===== src/rtl/uart_pkt_loader.sv =====
// uart_pkt_loader: frames UART bytes into checksummed packets and writes the payload to memory
module uart_pkt_loader #(
  parameter logic [7:0] SYNC_BYTE = 8'hA5,
  parameter int         TIMEOUT   = 1280,
  parameter int         CNT_W     = 11
) (
  input  logic       clk,
  input  logic       rst,
  input  logic       ctrl_en,
  output logic       rx_enable,
  input  logic [7:0] rx_data,
  input  logic       rx_done,
  output logic       wr_en,
  input  logic       wr_ready,
  output logic [7:0] wr_addr,
  output logic [7:0] wr_data,
  output logic       busy,
  output logic       pkt_ok,
  output logic       pkt_err,
  output logic [1:0] err_code
);
  typedef enum logic [2:0] {S_IDLE, S_ADDR, S_LEN, S_DATA, S_CHK, S_FINISH} state_t;
  state_t state, state_n;
  logic [7:0] base, base_n, len, len_n, idx, idx_n, chk, chk_n, addr_n, data_n;
  logic good, good_n, pend_valid, pend_n, ok_n, err_n;
  logic [1:0] code_n;
  logic [CNT_W-1:0] cnt, cnt_n;
  logic counting, overrun, capture, expire;
  assign wr_en = pend_valid;
  assign busy = (state != S_IDLE) || pend_valid;
  always_comb begin
    counting = state inside {S_ADDR, S_LEN, S_DATA, S_CHK};
    overrun = rx_done && state == S_DATA && pend_valid && !wr_ready;
    capture = rx_done && state == S_DATA && !overrun;
    // expiry fires on the edge where the counter would reach TIMEOUT-1
    expire = counting && !rx_done && cnt == CNT_W'(TIMEOUT - 2);
    cnt_n = (counting && !rx_done && !expire) ? cnt + CNT_W'(1) : '0;
    pend_n = capture || (pend_valid && !wr_ready);
    addr_n = capture ? base + idx : wr_addr;
    data_n = capture ? rx_data : wr_data;
    state_n = state;
    base_n = base;
    len_n = len;
    idx_n = idx;
    chk_n = chk;
    good_n = good;
    ok_n = 1'b0;
    err_n = 1'b0;
    code_n = err_code;
    case (state)
      S_IDLE: state_n = (rx_done && rx_data == SYNC_BYTE && ctrl_en) ? S_ADDR : S_IDLE;
      S_ADDR: if (rx_done) begin
        base_n = rx_data;
        chk_n = rx_data;
        state_n = S_LEN;
      end
      S_LEN: if (rx_done) begin
        len_n = rx_data;
        chk_n = chk ^ rx_data;
        idx_n = 8'd0;
        state_n = (rx_data != 8'd0) ? S_DATA : S_CHK;
      end
      S_DATA: if (overrun) begin
        err_n = 1'b1;
        code_n = 2'd3;
        state_n = S_IDLE;
      end else if (rx_done) begin
        chk_n = chk ^ rx_data;
        idx_n = idx + 8'd1;
        state_n = (idx + 8'd1 == len) ? S_CHK : S_DATA;
      end
      S_CHK: if (rx_done) begin
        good_n = rx_data == chk;
        state_n = S_FINISH;
      end
      S_FINISH: if (!pend_valid) begin
        ok_n = good;
        err_n = !good;
        code_n = good ? 2'd0 : 2'd1;
        state_n = S_IDLE;
      end
      default: state_n = S_IDLE;
    endcase
    if (expire) begin
      err_n = 1'b1;
      code_n = 2'd2;
      state_n = S_IDLE;
    end
  end
  always_ff @(posedge clk) begin
    if (rst) begin
      state <= S_IDLE;
      rx_enable <= 1'b0;
      base <= '0;
      len <= '0;
      idx <= '0;
      chk <= '0;
      good <= 1'b0;
      cnt <= '0;
      pend_valid <= 1'b0;
      wr_addr <= '0;
      wr_data <= '0;
      pkt_ok <= 1'b0;
      pkt_err <= 1'b0;
      err_code <= '0;
    end else begin
      state <= state_n;
      rx_enable <= ctrl_en;
      base <= base_n;
      len <= len_n;
      idx <= idx_n;
      chk <= chk_n;
      good <= good_n;
      cnt <= cnt_n;
      pend_valid <= pend_n;
      wr_addr <= addr_n;
      wr_data <= data_n;
      pkt_ok <= ok_n;
      pkt_err <= err_n;
      err_code <= code_n;
    end
  end
endmodule


===== config.mk =====
export PLATFORM = sky130hd
export DESIGN_NAME = uart_pkt_loader
export DESIGN_NICKNAME = d
export VERILOG_FILES = /design/src/rtl/uart_pkt_loader.sv
export SDC_FILE = /design/constraint.sdc
export NUM_CORES = 1
export LEC_CHECK = 0
export CAP_MARGIN = 20
export CORE_MARGIN = 5
export CORE_UTILIZATION = 45
export CTS_BUF_LIST = sky130_fd_sc_hd__clkbuf_8
export DETAILED_ROUTE_END_ITERATION = 16
export PLACE_DENSITY = 0.77
export SLEW_MARGIN = 15
export SYNTH_ARGS = -nofsm -noshare
export SYNTH_HDL_FRONTEND = slang
export SYNTH_SLANG_ARGS = --single-unit

===== constraint.sdc =====
create_clock -name clk -period 2.3 [get_ports clk]
set_input_delay 0.69 -clock clk [delete_from_list [all_inputs] [get_ports clk]]
set_output_delay 0.69 -clock clk [all_outputs]
set_load 0.01 [all_outputs]

After elaboration in Yosys (flattened, before gate mapping)
Cells that the tools add are included.
{ "word_totals": {"register_bits": 69, "input_bits": 13, "word_cells": 103} }
{ "op_classes": {"n_addsub": 3, "n_eq_ne": 19, "muxes": 27, "bitwise": 3, "reduce_logical": 36} }
{ "op_table": {"columns": ["cell", "count"], "rows": [
  ["8-bit two-way mux", 6],
  ["3-bit two-way mux", 8],
  ["8-bit one-hot mux with 3 select lines", 1],
  ["3-bit one-hot mux with 6 select lines", 1],
  ["8-bit equality test", 2],
  ["8-bit one-hot mux with 2 select lines", 1],
  ["2-bit != test (second input constant)", 7],
  ["11-bit by 1-bit adder with 11-bit output (second input constant)", 1],
  ["11-bit equality test (second input constant)", 1],
  ["1-bit logical AND", 10],
  ["3-bit != test (second input constant)", 3],
  ["3-bit AND reduction", 3],
  ["3-bit nonzero test", 3],
  ["8-bit by 1-bit adder with 8-bit output (second input constant)", 1],
  ["8-bit adder", 1],
  ["8-bit equality test (second input constant)", 1],
  ["8-bit nonzero test", 1],
  ["8-bit bitwise XOR", 1],
  ["3-bit by 2-bit equality test with 1-bit output (second input constant)", 2],
  ["3-bit equality test (second input constant)", 2],
  ["2-bit two-way mux", 3],
  ["2-bit AND reduction", 3],
  ["1-bit logical NOT", 5],
  ["1-bit two-way mux", 5],
  ["other kinds (12)", 16]
]} }

Longest topological paths before layout
Gate-level depths: netlist of the first run.
{ "depth": {"depth_word": 8, "depth_mapped": 8, "ltp_nobuf": 8} }

Worst setup path before layout of the first run
OpenSTA, ideal clock, no wires.
{ "synth_path": {"path_type": "input port to flip-flop", "start": "in rx_data[3]", "end": "reg state[0]", "setup_ns": 0.131, "arrival_time_ns": 1.865, "required_time_ns": 2.169, "setup_slack_ns": 0.304, "stages": 6, "path_buffers": 1, "path_cell_list": "clkbuf_1 -> or4_1 -> nor2_1 -> a2bb2oi_1 -> o21a_1 -> a21oi_1"} }
{ "synth_via": {"elab_chain_cells": 5, "elab_cells_between_ends": 8} }
{ "synth_rtl": {"columns": ["element", "line", "rtl"], "rows": [
  ["start: declaration", "11", "input logic [7:0] rx_data,"],
  ["8-bit equality test", "51", "S_IDLE: state_n = (rx_done && rx_data == SYNC_BYTE && ctrl_en) ? S_ADDR : S_IDLE;"],
  ["1-bit logical AND (2 in series)", "51", null],
  ["1-bit two-way mux", "51", null],
  ["3-bit one-hot mux with 6 select lines (*)", "50", "case (state)"],
  ["end signal: assignment", "107", "state <= state_n;"],
  ["end: declaration", "23", "state_t state, state_n;"]
]} }
Every way passes the cells marked *; elsewhere a longest branch is shown, timed or not. The select of a mux whose other input is x is not followed.
A chain may end at the register's enable or synchronous reset.

Final worst setup path of the first run
{ "layout_path": {"start": "reg state[0]", "end": "out busy"} }
{ "layout_via": {"elab_chain_cells": 2} }
{ "layout_rtl": {"columns": ["element", "line", "rtl"], "rows": [
  ["3-bit nonzero test", "30", "assign busy = (state != S_IDLE) || pend_valid;"],
  ["1-bit logical OR", "30", null],
  ["end: declaration", "17", "output logic busy,"]
]} }
No other way between the ends.

==> impl_metrics.yaml, run 1 <==
job:
  maxCapViolations: 0
finish:
  syn2layout_area_growth_pct: 23.1
  nNetsFinal: 527
  fillers: 697
  stdcell_area_um2: 4470
  layout_common_cells: "dfxtp_1, nand2_1, a21oi_1"
  final-seq-area_um2: 1380
  final_common_cell: "dfxtp_1"
  diodes: 0
  layout-drive-gt1-share_pct: 11.0
  multi_input_area_um2: 2090
worst_setup_path:
  critPathArrivalTime_ps: 1470
  crit_required_ps: 1610
  slowest_stage: "clkdlybuf4s50_1"
  cp_cell_sequence: "nor2_1, nand2_1, clkdlybuf4s50_1"
  cp-start-kind: "register"
  path_class: "register to primary output"
  slowest_delay_ps: 490
  path_max_fanout: 4
  worst_setup_path_end_kind: "primary output"
floorplan:
  num_rows: 32
  die-area_um2: 9960
  die_x_um: 99.8
  core_area_um2: 7810
  io_pins: 36
  die_y_um: 99.8
  start_util_pct: 46.5
yosys:
  syn_area_per_cell_um2: 7.96
  synth_edf_count: 0
  ys_top_cells_by_area: "dfxtp_1, a21oi_1, nand2_1"
  yosysTopAreaCell: "dfxtp_1"
  async_flop_share_pct: 0
  synth.top_cell.area_share_pct: 38.1
  synth_cells: 456
  yosys_warnings: 0
  syn_nets: 480
  synth_cell_types: 56
  synth-main-ff-cell: "dfxtp_1"
  synth-seq-cells: 69
  synth_seq_area_share_pct: 38.1
  netlist_area_um2: 3630
place:
  dp_hpwl_um: 6420
  placed_cell_area_um2: 4240
  place_congestion: 0.896
  portBuffers: 35
  dp_slack_ps: -172
sta:
  worst_slack_ps: 137
  max_freq_mhz: 462
  period_needed_ps: 2160
  maxSlewViolCount: 0
  setup_viol: 0
  fin_crit_sh_pct: 94.1
  slew_headroom_pct: 58.6
  fin_worst_skew_ps: 5.39
  rsz0062_at_grt: "no"
  hold_ws_ps: 462
  finalHoldViolCount: 0
  tightest_slew_ps: 612
  timing.setup.tns_ps: 0
detailed_routing:
  num_vias: 3372
  detail_route.wl_per_cell_um: 14.5
  vias_per_cell: 5.53
  wl_um: 8870
  drc: 0
  first_pass_iters: 5
  drt_first_iter_violations: 170
  drtAntennaViolNets: 0
clock_tree:
  cts_tree: "done"
  clock_latency_ps: 350
  htree_levels: 3
  ctsHoldBuffers: 0
  cts_sinks: 69
  cts-root-buf: "clkbuf_8"
  cts_max_path_buffers: 2
  numCtsBuffers: 9
  clkTransAtPathRegs_ps: 80
global_route:
  grt_pass1_wl_um: 15500
  overflow: 0
  grt_pass1_vias: 3360
  grt_max_degree: 41
  antenna_found_initial: 0
  grt.total_usage_pct: 19.0
pwr:
  p_int_mw: 1.87
  p_leak_nw: 1.60
  switchingPower_mw: 0.582
  ir_worst_vdd_mv: 0.290
  pwr-share-seq_pct: 48.8
  power_density_nw_per_um2: 549
  clkPwrFrac_pct: 47.0
  combPwrFrac_pct: 4.2
  p_sw_share_pct: 23.7
hold_path:
  hp-class: "register to register"
outcome:
  outcome: "finished clean"
per-stage QoR:
step	util, %	power (mW)	std cells
floorplan	-	1.27	456
CTS	57.2	2.48	610
detailed placement	54.3	1.33	594
global placement	54.3	1.33	594
global route	57.2	2.55	610
finish	57.2	2.45	610
worst max-delay path: cells and delay by family, from the launching register on:
family / cells / cell delay, ps
buffers and inverters: 1 / 490
DFF: 1 / 320
and+or+nand+nor: 2 / 320
Yosys cell counts (9+ instances only):
cell and count:
dfxtp_1 69, nand2_1 62, a21oi_1 50, nor2_1 45
o21ai_0 32, clkbuf_1 20, nand3_1 14, xnor2_1 14
xor2_1 13, and3_1 10, ha_1 10, nor2b_1 10
mux2i_1 9
state kept, by name (all words and copies together), names as in the netlist:
signal     count
state          3
wr_en          1
cnt           11
wr_data        8
idx            8
err_code       2
len            8
pkt_ok         1
pkt_err        1
wr_addr        8
good           1
chk            8
rx_enable      1
base           8
path summary, 6_finish.rpt:
check / start / end / slack, ps / cells after the start
max: state[0] / busy / 140 / 3
min: wr_data[3] / wr_data[3] / 460 / 2
max reg2reg: idx[1] / wr_addr[7] / 180 / 6
min reg2reg: wr_data[3] / wr_data[3] / 460 / 2
per-layer routing:
layer / vias to the layer above / GRT usage [%] / share of wire, %
li1: 1693 / - / -
met1: 1601 / 24.1 / 46
met2: 67 / 31.4 / 49
met3: 11 / 5.14 / 4.0
met4: 0 / 6.30 / 1.5
met5: - / 0 / 0
power by group through the flow:
stage / logic (mW) / clock network, mW / registers [mW]
final: 0.103 / 1.15 / 1.20
after global routing: 0.112 / 1.24 / 1.20
after CTS: 0.103 / 1.18 / 1.20
after detailed placement: 0.102 / 0 / 1.23
after global placement: 0.101 / 0 / 1.23
after floorplan: 0.0463 / 0 / 1.23
timing repair:
action / 4_1_cts / 5_1_grt
gates resized for setup: 0 / 1
buffers inserted: 0 / 0
endpoints found under the setup margin: 0 / 1
logic make-up after synthesis:
family	share of synthesized area [%]
simple gates	26.2
buf+inv	4.41
xor+xnor	6.52
flops	38.1
compound gates	18.3
mux	2.48
fa+ha+maj	4.00
final cells by class:
class	instances	share of cell area, %
inverter	8	0.672
multi-input combinational	348	46.7
clock buffer	9	2.77
timing repair buffer	67	13.7
clock inverter	7	2.35
sequential	69	31.0
tap	102	2.86
(Power assumes the default switching activity.)
==> run 2: changes to the inputs <==
Settings changed: CTS_CLUSTER_DIAMETER set to 80.
==> results of run 2 <==
No change in the layout: final DEF, timing and power equal those of run 1.
